## config.mk

```make
export PLATFORM = sky130hd
export DESIGN_NAME = int_gen_flat
export DESIGN_NICKNAME = d
export VERILOG_FILES = /design/src/rtl/int_gen_pkg.sv /design/src/rtl/int_gen_if.sv /design/src/rtl/int_gen_regs.sv /design/src/rtl/int_gen.sv /design/src/flat_wrapper.sv
export SDC_FILE = /design/constraint.sdc
export NUM_CORES = 1
export LEC_CHECK = 0
export CAP_MARGIN = 10
export CORE_MARGIN = 4
export CORE_UTILIZATION = 32
export DETAILED_ROUTE_END_ITERATION = 12
export GPL_ROUTABILITY_DRIVEN = 0
export GPL_TIMING_DRIVEN = 0
export PLACE_DENSITY = 0.63
export SYNTH_ARGS = -nofsm -noshare
export SYNTH_HDL_FRONTEND = slang
export SYNTH_HIERARCHICAL = 1
export SYNTH_SLANG_ARGS = --single-unit
```

## constraint.sdc

```tcl
create_clock -name clk -period 10.5 [get_ports clk]
set_clock_uncertainty 0.15 [all_clocks]
set_input_delay 3.15 -clock clk [delete_from_list [all_inputs] [get_ports clk]]
set_output_delay 3.15 -clock clk [all_outputs]
set_load 0.01 [all_outputs]
```

## src/rtl/int_gen_pkg.sv

```systemverilog
// =============================================================================
// Module : int_gen_pkg
// Brief  : Shared FSM state type, register offsets and CTRL bit indices.
// Rev    : 1.0 - initial release
// =============================================================================
`default_nettype none

package int_gen_pkg;

  typedef enum logic [1:0] {
    IDLE = 2'd0,
    LOAD = 2'd1,
    CNT  = 2'd2,
    FIRE = 2'd3
  } state_t;

  localparam logic [3:0] c_off_ack    = 4'h0;
  localparam logic [3:0] c_off_ctrl   = 4'h4;
  localparam logic [3:0] c_off_preset = 4'h8;
  localparam logic [3:0] c_off_count  = 4'hC;

  localparam int c_ctrl_en_bit  = 0;
  localparam int c_ctrl_per_bit = 1;

endpackage

`default_nettype wire

```

## src/rtl/int_gen_if.sv

```systemverilog
// =============================================================================
// Module : int_gen_if
// Brief  : CPU register bus plus interrupt line of the interrupt generator.
// Rev    : 1.0 - initial release
// =============================================================================
`default_nettype none

interface int_gen_if;
  logic [31:0] addr;
  logic [3:0]  byteen;
  logic [31:0] wdata;
  logic [31:0] rdata;
  logic        interrupt;

  modport master (output addr, output byteen, output wdata,
                  input  rdata, input interrupt);
  modport slave  (input  addr, input byteen, input wdata,
                  output rdata, output interrupt);
endinterface

`default_nettype wire

```

## src/rtl/int_gen_regs.sv

```systemverilog
// =============================================================================
// Module : int_gen_regs
// Brief  : Address decode, byte-lane CTRL/PRESET storage and read mux.
// Rev    : 1.0 - initial release
// =============================================================================
`default_nettype none

module int_gen_regs #(
  parameter logic [31:0] BASE_ADDR = 32'h0000_7f20
) (
  input  wire logic        clk,
  input  wire logic        reset,
  input  wire logic [31:2] i_addr,
  input  wire logic [3:0]  i_byteen,
  input  wire logic [31:0] i_wdata,
  input  wire logic [31:0] i_count,
  input  wire logic        i_pending,
  input  wire logic        i_en_clr,
  output logic [31:0]      o_rdata,
  output logic             o_en,
  output logic             o_periodic,
  output logic [31:0]      o_preset,
  output logic             o_ack_wr,
  output logic             o_en_off_wr
);
  import int_gen_pkg::*;

  logic        w_hit;
  logic        w_wr;
  logic [3:0]  w_off;
  logic        w_ctrl_wr;
  logic        w_preset_wr;
  logic [31:0] w_preset_next;
  logic        r_en;
  logic        r_periodic;
  logic [31:0] r_preset;

  assign w_hit       = (i_addr[31:4] == BASE_ADDR[31:4]);
  assign w_wr        = w_hit && (i_byteen != 4'b0000);
  assign w_off       = {i_addr[3:2], 2'b00};
  // CTRL bits all live in byte lane 0
  assign w_ctrl_wr   = w_wr && (w_off == c_off_ctrl) && i_byteen[0];
  assign w_preset_wr = w_wr && (w_off == c_off_preset);
  assign o_ack_wr    = w_wr && (w_off == c_off_ack);
  assign o_en_off_wr = w_ctrl_wr && !i_wdata[c_ctrl_en_bit];

  for (genvar g = 0; g < 4; g++) begin : g_preset_lane
    assign w_preset_next[8*g +: 8] = i_byteen[g] ? i_wdata[8*g +: 8] : r_preset[8*g +: 8];
  end

  always_ff @(posedge clk or posedge reset) begin
    if (reset) begin
      r_en       <= 1'b0;
      r_periodic <= 1'b0;
      r_preset   <= 32'd0;
    end else begin
      if (w_ctrl_wr) begin
        r_en       <= i_wdata[c_ctrl_en_bit];
        r_periodic <= i_wdata[c_ctrl_per_bit];
      end else if (i_en_clr) begin
        r_en <= 1'b0;
      end
      if (w_preset_wr) begin
        r_preset <= w_preset_next;
      end
    end
  end

  always_comb begin
    o_rdata = 32'd0;
    if (w_hit) begin
      case (w_off)
        c_off_ack:    o_rdata = {31'd0, i_pending};
        c_off_ctrl:   o_rdata = {30'd0, r_periodic, r_en};
        c_off_preset: o_rdata = r_preset;
        c_off_count:  o_rdata = i_count;
        default:      o_rdata = 32'd0;
      endcase
    end
  end

  assign o_en       = r_en;
  assign o_periodic = r_periodic;
  assign o_preset   = r_preset;

endmodule

`default_nettype wire

```

## src/rtl/int_gen.sv

```systemverilog
// =============================================================================
// Module : int_gen
// Brief  : Programmable one-shot/periodic countdown interrupt generator.
// Rev    : 1.0 - initial release
// =============================================================================
`default_nettype none

module int_gen #(
  parameter logic [31:0] BASE_ADDR = 32'h0000_7f20
) (
  input  wire logic clk,
  input  wire logic reset,
  int_gen_if.slave  bus
);
  import int_gen_pkg::*;

  state_t      r_state;
  logic [31:0] r_count;
  logic        r_pending;
  logic        w_en;
  logic        w_periodic;
  logic [31:0] w_preset;
  logic        w_ack_wr;
  logic        w_en_off_wr;
  logic        w_en_clr;
  logic        w_fire;

  int_gen_regs #(
    .BASE_ADDR (BASE_ADDR)
  ) u_regs (
    .clk         (clk),
    .reset       (reset),
    .i_addr      (bus.addr[31:2]),
    .i_byteen    (bus.byteen),
    .i_wdata     (bus.wdata),
    .i_count     (r_count),
    .i_pending   (r_pending),
    .i_en_clr    (w_en_clr),
    .o_rdata     (bus.rdata),
    .o_en        (w_en),
    .o_periodic  (w_periodic),
    .o_preset    (w_preset),
    .o_ack_wr    (w_ack_wr),
    .o_en_off_wr (w_en_off_wr)
  );

  // Pending is raised on the edge that enters FIRE, so the interrupt is
  // already visible while the FSM sits in FIRE.
  assign w_fire   = (r_state == CNT) && !w_en_off_wr && (r_count <= 32'd1);
  assign w_en_clr = (r_state == FIRE) && !w_periodic && !w_en_off_wr;

  always_ff @(posedge clk or posedge reset) begin
    if (reset) begin
      r_state   <= IDLE;
      r_count   <= 32'd0;
      r_pending <= 1'b0;
    end else begin
      if (w_fire) begin
        r_pending <= 1'b1;
      end else if (w_ack_wr) begin
        r_pending <= 1'b0;
      end

      if (w_en_off_wr) begin
        r_state <= IDLE;
      end else begin
        case (r_state)
          IDLE: if (w_en) r_state <= LOAD;
          LOAD: begin
            r_count <= (w_preset == 32'd0) ? 32'd1 : w_preset;
            r_state <= CNT;
          end
          CNT: begin
            if (r_count > 32'd1) begin
              r_count <= r_count - 32'd1;
            end else begin
              r_count <= 32'd0;
              r_state <= FIRE;
            end
          end
          FIRE:    r_state <= w_periodic ? LOAD : IDLE;
          default: r_state <= IDLE;
        endcase
      end
    end
  end

  assign bus.interrupt = r_pending;

endmodule

`default_nettype wire

```

## src/flat_wrapper.sv

```systemverilog
// flat-port wrapper written by rule: the top's interface ports become plain ports
module int_gen_flat import int_gen_pkg::*;
#(
  parameter logic [31:0] BASE_ADDR = 32'h0000_7f20
)
  (clk, reset, bus_addr, bus_byteen, bus_wdata, bus_rdata, bus_interrupt);
  int_gen_if bus_i ();
  input  wire logic clk;
  input  wire logic reset;
  input wire logic [$bits(bus_i.addr)-1:0] bus_addr;
  input wire logic [$bits(bus_i.byteen)-1:0] bus_byteen;
  input wire logic [$bits(bus_i.wdata)-1:0] bus_wdata;
  output wire logic [$bits(bus_i.rdata)-1:0] bus_rdata;
  output wire logic [$bits(bus_i.interrupt)-1:0] bus_interrupt;
  assign bus_i.addr = bus_addr;
  assign bus_i.byteen = bus_byteen;
  assign bus_i.wdata = bus_wdata;
  assign bus_rdata = bus_i.rdata;
  assign bus_interrupt = bus_i.interrupt;
  int_gen #(.BASE_ADDR(BASE_ADDR)) u_core (.clk(clk), .reset(reset), .bus(bus_i));
endmodule
```

==> results of run 1 <==
-- sequential cells by signal (all words and copies together), names as in the netlist --
name                      flops
u_core/r_count               32
u_core/bus.interrupt          1
u_core/u_regs/o_preset       32
u_core/u_regs/o_periodic      1
u_core/r_state                2
u_core/u_regs/o_en            1
-- routing by layer --
layer,routed length (microns),track usage,vias up
met3,1140,0.0358,19
met5,0,0,-
met1,6150,0.238,2034
met4,259,0.0657,0
met2,6790,0.300,189
li1,-,-,1948
-- worst max-delay path by stage --
| stage | from | cells past startpoint | slack (ns) | endpoint |
|---|---|---|---|---|
| 2_1_floorplan | bus_addr[17] | 5 | 2.27 | bus_rdata[10] |
| 3_3_place_gp | bus_addr[17] | 7 | 0.94 | bus_rdata[31] |
| 3_5_place_dp | bus_addr[17] | 7 | 0.95 | bus_rdata[5] |
| 4_1_cts | bus_addr[17] | 7 | 0.95 | bus_rdata[7] |
| 5_1_grt | bus_addr[17] | 7 | 0.76 | bus_rdata[31] |
| 6_report | bus_addr[17] | 7 | 0.98 | bus_rdata[7] |
-- final cells by class --
type,count,area [sq um]
buffer,23,103
clock buffer,9,225
clock inverter,7,98.8
fill,1314,7410
inverter,16,60.1
multi-input combinational,346,2530
sequential,69,1730
tap,176,220
timing repair buffer,100,1020
-- where the power goes --
group	switching, W	leakage, nW	internal, W	total (W)
Combinational	0.0000144	1.59	0.0000265	0.0000410
Sequential	0.00000000000819	0.959	0.000266	0.000266
Clock	0.000128	0.156	0.000209	0.000337
Total	0.000142	2.71	0.000502	0.000644
-- stage by stage --
stage          cell area (sq um)  std cells
6_report                    5990        746
5_1_grt                     5990        746
4_1_cts                     5990        746
3_5_place_dp                5660        730
3_3_place_gp                5630        729
2_1_floorplan               4420        454
-- synthesized netlist by cell type, types with 4 or more instances --
cell type,n,area (sq um)
dfrtp_1,69,1730
nor2_1,54,203
mux2_2,35,394
mux2i_1,33,330
nand2_1,23,86.3
a21oi_1,18,90.1
nor4_1,18,113
nand3_1,17,85.1
inv_1,16,60.1
clkbuf_1,15,56.3
o21ai_0,13,65.1
and3_1,12,75.1
o211ai_1,9,67.6
or4_1,9,67.6
a22o_1,6,52.6
a22oi_1,6,45.0
nand4_2,6,75.1
o311ai_0,6,52.6
ha_1,5,62.6
buf_2,4,20.0
nand4_1,4,25.0
o22ai_1,4,25.0
o31ai_1,4,30.0
-- worst register-to-register path, stage by stage (launching register included) --
cell	delay [ns]
dfrtp_1	0.44
nor4_1	0.52
and4b_1	0.27
clkbuf_1	0.24
nand4_2	0.24
nand2_4	0.21
buf_2	0.26
o21ai_0	0.13
a22o_1	0.26
-- kinds of logic (layout without fill, tap and decap cells) --
family                     after synthesis  in the layout
DFF                                     69             69
buffers and inverters                   39            155
muxes                                   69             69
and+or+nand+nor                        184            184
adders and majority gates                5              5
AOI/OAI and AO/OA                       88             88
-- layout by cell type, fill, tap and decap left out, drive strengths merged, types with 3 or more instances in the layout --
master,count
clkdlybuf4s50,99
dfrtp,69
nor2,54
mux2,35
mux2i,33
nand2,24
clkbuf,24
nor4,23
a21oi,18
nand3,17
inv,17
o21ai,13
and3,13
or4,11
nand4,10
o211ai,9
buf,9
a22o,6
o311ai,6
a22oi,6
ha,5
o22ai,4
o31ai,4
or3,4
nor3,3
nor4b,3
nor2b,3
nand2b,3
clkinv,3
and2,3
==> metrics.md, run 1 <==
| Metric | Value |
|---|---|
| Status | finished, final reports clean |
| Crit-path max cell delay | between 0.7 and 0.8 ns |
| Syn Nets | roughly 530 |
| Multiplexer area fraction after synthesis | 0.169 |
| Critical-path cell list | clkdlybuf4s50_1, or4b_2, nor4_4, nand3_1, clkbuf_1, nor2_1, clkdlybuf4s50_1 |
| Io pins | 103 |
| Min setup slack post-route | 0.975 ns |
| Hold buffers post-CTS | 0 |
| Max-Cap Viols | 0 |
| Die W | between 100 and 150 microns |
| Final Cycle Share | 0.907 |
| Ys Warns | 6 |
| Seq cells post-synth | just under 70 |
| Crit path max-delay family | simple AND/OR/NAND/NOR gates |
| Vias in the first global route | 4473 |
| Antenna violations before repair | 0 |
| Netlist Area Pre-Place | roughly 4400 sq um |
| Hold Vio Cnt, Final | 0 |
| Die Y-Extent | 126 microns |
| Core area | about 13000 sq um |
| Crit-path max FO | 10 |
| Worst-skew pair later-pin latency | 0.35 ns |
| Adder-cell area share of the yosys netlist | 0.0141 |
| Area Overhead vs Synth | 35.3% |
| Crit end category | output pin |
| Reg2reg end | u_core/r_count[16] |
| Number of port buffers | between 90 and 100 |
| Tmin final | 9.52 ns |
| Vias | about 4200 |
| Hold wc startpoint | u_core/bus.interrupt |
| TritonCTS clock tree | built |
| Wire length per cell | 19.2 microns |
| Clock Path Buffers | 2 |
| Largest family of logic cells by synthesized area | simple AND/OR/NAND/NOR gates |
| Clock transition at the registers of the reported paths | roughly 0.060 ns |
| Initial Utilization | 0.330 |
| Xor/xnor share of the synthesized area | 0 |
| Reg2Reg Depth | 8 |
| CP required | a little over 7 ns |
| Fmax | approximately 100 MHz |
| Syn avg cell area | between 9 and 10 sq um |
| Worst slack at placement | approximately 0.95 ns |
| CTS Buf Count | 9 |
| Asr flop ratio synth | 1.00 |
| DRC viols | 0 |
| Max Slew Vio Count | 0 |
| Layout cells sized above 1 | 0.147 |
| Final wirelength | 14.3 mm |
| Worst R2R Start | u_core/r_count[19] |
| Worst VDD drop | slightly below 0.07 mV |
| Post-Syn Instances | between 400 and 500 |
| Ys flop type | dfrtp_1 |
| Startpoint types | primary input |
| Post-CTS Resized | 0 |
| Cell mode on critical path | clkdlybuf4s50_1 |
| Number of vias per cell | around 5.6 |
| DRT Pass-1 Iters | 5 |
| Final core occ | 0.447 |
| Global-route wire length before repair | roughly 23 mm |
| Worst path bufs/invs | 3 |
| Hold/Removal Path Class | reg2reg |
| Initial DRC Count | around 300 |
| Aggregate global-route resource usage | 0.182 |
| Nets | 640 |
| Row cnt | 42 |
| Worst Hold Path Cells | 2 |
| Pwr Density | around 110 nW/um^2 |
| CTS Root Cell | clkbuf_16 |
| Setup Fix Bufs, Post-CTS | 0 |
| Critical-path top delay cell | or4b_2 |
| Post-synth EDFFs | 0 |
| Least-Margin Pin Slew | 0.962 ns |
| Worst Path Arrival | between 6 and 7 ns |
| Rel. slew slack | 0.356 |
| H-tree Lvls | 3 |
| Synth unique cells | 68 |
| Dpl hpwl | about 11 mm |
| Grt ovf | 0 |
| Pwr Total | roughly 0.00064 W |
| Unrepaired setup endpoints after global routing | false |
| Compound-Gate Fraction of Synth Area | 0.140 |
| Seq/Total Area, Yosys | 0.390 |
| Setup TNS | 0 ns |
| Post-Synth Simple-Gate Area | 0.250 |
| CTS sink cnt | 69 |
| Worst reg2reg setup slack | 7.65 ns |
| DRT antenna net count | 0 |
| LEAKAGE | around 2.7 nW |
| Hold WS | just over 0.4 ns |
| Ant diodes | 0 |
| Setup CP Type | in2out |
| Hold endpoint | u_core/bus.interrupt |
| DIE AREA | around 16000 sq um |
| Largest net degree at the start of global routing | 36 |
| Final-report setup violation count | 0 |
Power figures use the tool's default switching activity.
==> run 2: changes to the inputs <==
Settings changed: SYNTH_HIERARCHICAL 1 to default.
==> run 2 against run 1 <==
Against the previous run: cell area fell by 0.65%; sequential cell count unchanged; hold slack got worse by 0.014 ns; critical path depth rose by 1; core utilization is 0.29 points lower; wire length decreased by 0.14%; total power is 3.1% lower; fmax increased by 2.9%; via count up 1.1%; count of clock-buffer cells in the layout is 4 higher; global-route usage down 0.061 points; non-clock buffer count increased by 9; critical endpoint is now bus_rdata[9]; largest cell class unchanged; highest routed layer unchanged.
==> metrics.md, run 2 <==
| Metric | Value |
|---|---|
| Status | finished, final reports clean |
| LEAKAGE | ~2.5 nW |
| DRT Pass-1 Iters | 5 |
| Post-CTS Resized | 0 |
| Max-Cap Viols | 0 |
| Tmin final | 9.26 ns |
| Worst R2R Start | u_core.r_count[27] |
| CTS Root Cell | clkbuf_16 |
| Die Y-Extent | between 100 and 150 microns |
| Commonest cells in the netlist | dfrtp_1, nor2_1, mux2_2 |
| Max Slew Vio Count | 0 |
| Post-Synth Simple-Gate Area | 0.186 |
| Unrepaired setup endpoints after global routing | false |
| Setup TNS | 0 ns |
| Worst Hold Path Cells | 2 |
| H-tree Lvls | 3 |
| Area Overhead vs Synth | 34.2% |
| TritonCTS clock tree | built |
| Crit-path max FO | 10 |
| Final Cycle Share | 0.882 |
| Final-report setup violation count | 0 |
| Startpoint types | primary input |
| Commonest non-fill, non-tap cell in the layout | clkdlybuf4s50_1 |
| Min setup slack post-route | 1.24 ns |
| Crit path max-delay family | simple AND/OR/NAND/NOR gates |
| Cell with the most instances after synthesis | dfrtp_1 |
| Yosys top cell area share | 0.390 |
| Critical-path cell list | clkdlybuf4s50_1, or4_1, nor3_1, and2_1, nand2_1, clkbuf_1, nor2_1, clkdlybuf4s50_1 |
| Die W | between 100 and 150 microns |
| Seq/Total Area, Yosys | 0.390 |
| Worst slack at placement | around 1.3 ns |
| Ys Warns | 0 |
| Xor/xnor share of the synthesized area | 0 |
| Wire length per cell | slightly below 20 microns |
| Clock Path Buffers | 2 |
| Syn Nets | 530 |
| Initial DRC Count | around 370 |
| Hold wc startpoint | u_core.bus.interrupt |
| Worst-skew pair later-pin latency | 0.34 ns |
| Pwr Density | 105 nW/um^2 |
| Ant diodes | 0 |
| Reg2reg end | u_core.r_count[6] |
| CTS sink cnt | 69 |
| Post-Syn Instances | 454 |
| Least-Margin Pin Slew | 0.922 ns |
| Most frequent cells in the layout | clkdlybuf4s50_1, dfrtp_1, nor2_1 |
| Aggregate global-route resource usage | 0.182 |
| Initial Utilization | 0.331 |
| Clock transition at the registers of the reported paths | roughly 0.050 ns |
| Compound-Gate Fraction of Synth Area | 0.187 |
| Cell mode on critical path | clkdlybuf4s50_1 |
| Rel. slew slack | 0.386 |
| Multiplexer area fraction after synthesis | 0.164 |
| Worst reg2reg setup slack | approximately 7.6 ns |
| Dpl hpwl | a little over 10 mm |
| Hold WS | about 0.39 ns |
| Hold buffers post-CTS | 0 |
| Netlist Area Pre-Place | ~4400 sq um |
| Largest family of logic cells by synthesized area | compound AO/OA/AOI/OAI gates |
| Layout cells sized above 1 | 0.139 |
| Row cnt | 42 |
| Setup Fix Bufs, Post-CTS | 0 |
| Asr flop ratio synth | 1.00 |
| Vias in the first global route | around 4400 |
| Synth unique cells | approximately 60 |
| DIE AREA | approximately 16000 sq um |
| Setup CP Type | in2out |
| Final core occ | 0.444 |
| CTS Buf Count | 9 |
| Crit-path max cell delay | around 0.56 ns |
| Final wirelength | approximately 14 mm |
| Critical-path top delay cell | or4_1 |
| Global-route wire length before repair | about 23 mm |
| Hold endpoint | u_core.bus.interrupt |
| Post-synth EDFFs | 0 |
| Seq cells post-synth | 69 |
| Io pins | about 100 |
| Fmax | about 110 MHz |
| Ys flop type | dfrtp_1 |
| Vias | between 4000 and 5000 |
| CP required | 7.20 ns |
| Nets | 639 |
| Yosys top cell by area | dfrtp_1 |
| Synth top area cells | dfrtp_1, mux2_2, mux2i_1 |
| Crit end category | output pin |
| Hold/Removal Path Class | reg2reg |
| Worst path bufs/invs | 3 |
| Number of port buffers | 98 |
| Reg2Reg Depth | 7 |
| Core area | between 10000 and 15000 sq um |
| Worst VDD drop | 0.0715 mV |
| Syn avg cell area | 9.76 sq um |
| Largest net degree at the start of global routing | 70 |
| Hold Vio Cnt, Final | 0 |
| Grt ovf | 0 |
| Adder-cell area share of the yosys netlist | 0.0169 |
| Number of vias per cell | about 5.7 |
| Worst Path Arrival | around 6.0 ns |
| Antenna violations before repair | 0 |
| DRT antenna net count | 0 |
| DRC viols | 0 |
==> run 2: area by class of cell <==
cell class	count	area, sq um
Tap cell	176	220
Inverter	21	81.3
Multi-Input combinational cell	330	2450
Timing Repair Buffer	98	981
Clock inverter	3	42.5
Sequential cell	69	1730
Clock buffer	13	270
Fill cell	1304	7450
Buffer	34	171
==> run 2: cells by family after synthesis <==
| logic type | count (synthesis) |
|---|---|
| AND/OR/NAND/NOR | 148 |
| AO/OA/AOI/OAI | 109 |
| flip-flops | 69 |
| multiplexers | 67 |
| buffers and inverters | 55 |
| adder cells (fa/ha/maj) | 6 |
==> run 2: through the flow <==
step                instance area (sq um)  total power [W]  cells
CTS                                  5950         0.000630    744
global placement                     5630         0.000310    728
floorplan                            4430         0.000282    454
global route                         5950         0.000644    744
detailed placement                   5630         0.000311    728
finish                               5950         0.000624    744
==> run 2: worst max path at each step <==
stage                       startpoint            end  slack [ns]  cells after the start
after floorplan           bus_addr[19]  bus_rdata[10]        2.59                      6
after global placement    bus_addr[19]   bus_rdata[8]        1.29                      8
after detailed placement  bus_addr[19]   bus_rdata[8]        1.27                      8
after CTS                 bus_addr[19]   bus_rdata[8]        1.26                      8
after global routing      bus_addr[19]   bus_rdata[8]        1.13                      8
final                     bus_addr[19]   bus_rdata[9]        1.24                      8
==> run 2: where the power goes <==
group             switching, W  internal [W]
combinational        0.0000142     0.0000251
clock                 0.000115      0.000203
sequential     0.0000000000122      0.000266
==> run 2: tightest hold or removal path, stage by stage (launching register included) <==
cell and delay (ns):
dfrtp_1 0.37, o41ai_1 0.08, nand2_1 0.06
==> run 2: per-layer routing <==
metal | up-vias | track usage | share of wire
met1 | 2065 | 0.241 | 0.44
li1 | 1945 | - | -
met3 | 21 | 0.0436 | 0.066
met2 | 206 | 0.297 | 0.48
met4 | 0 | 0.0517 | 0.017
met5 | - | 0 | 0
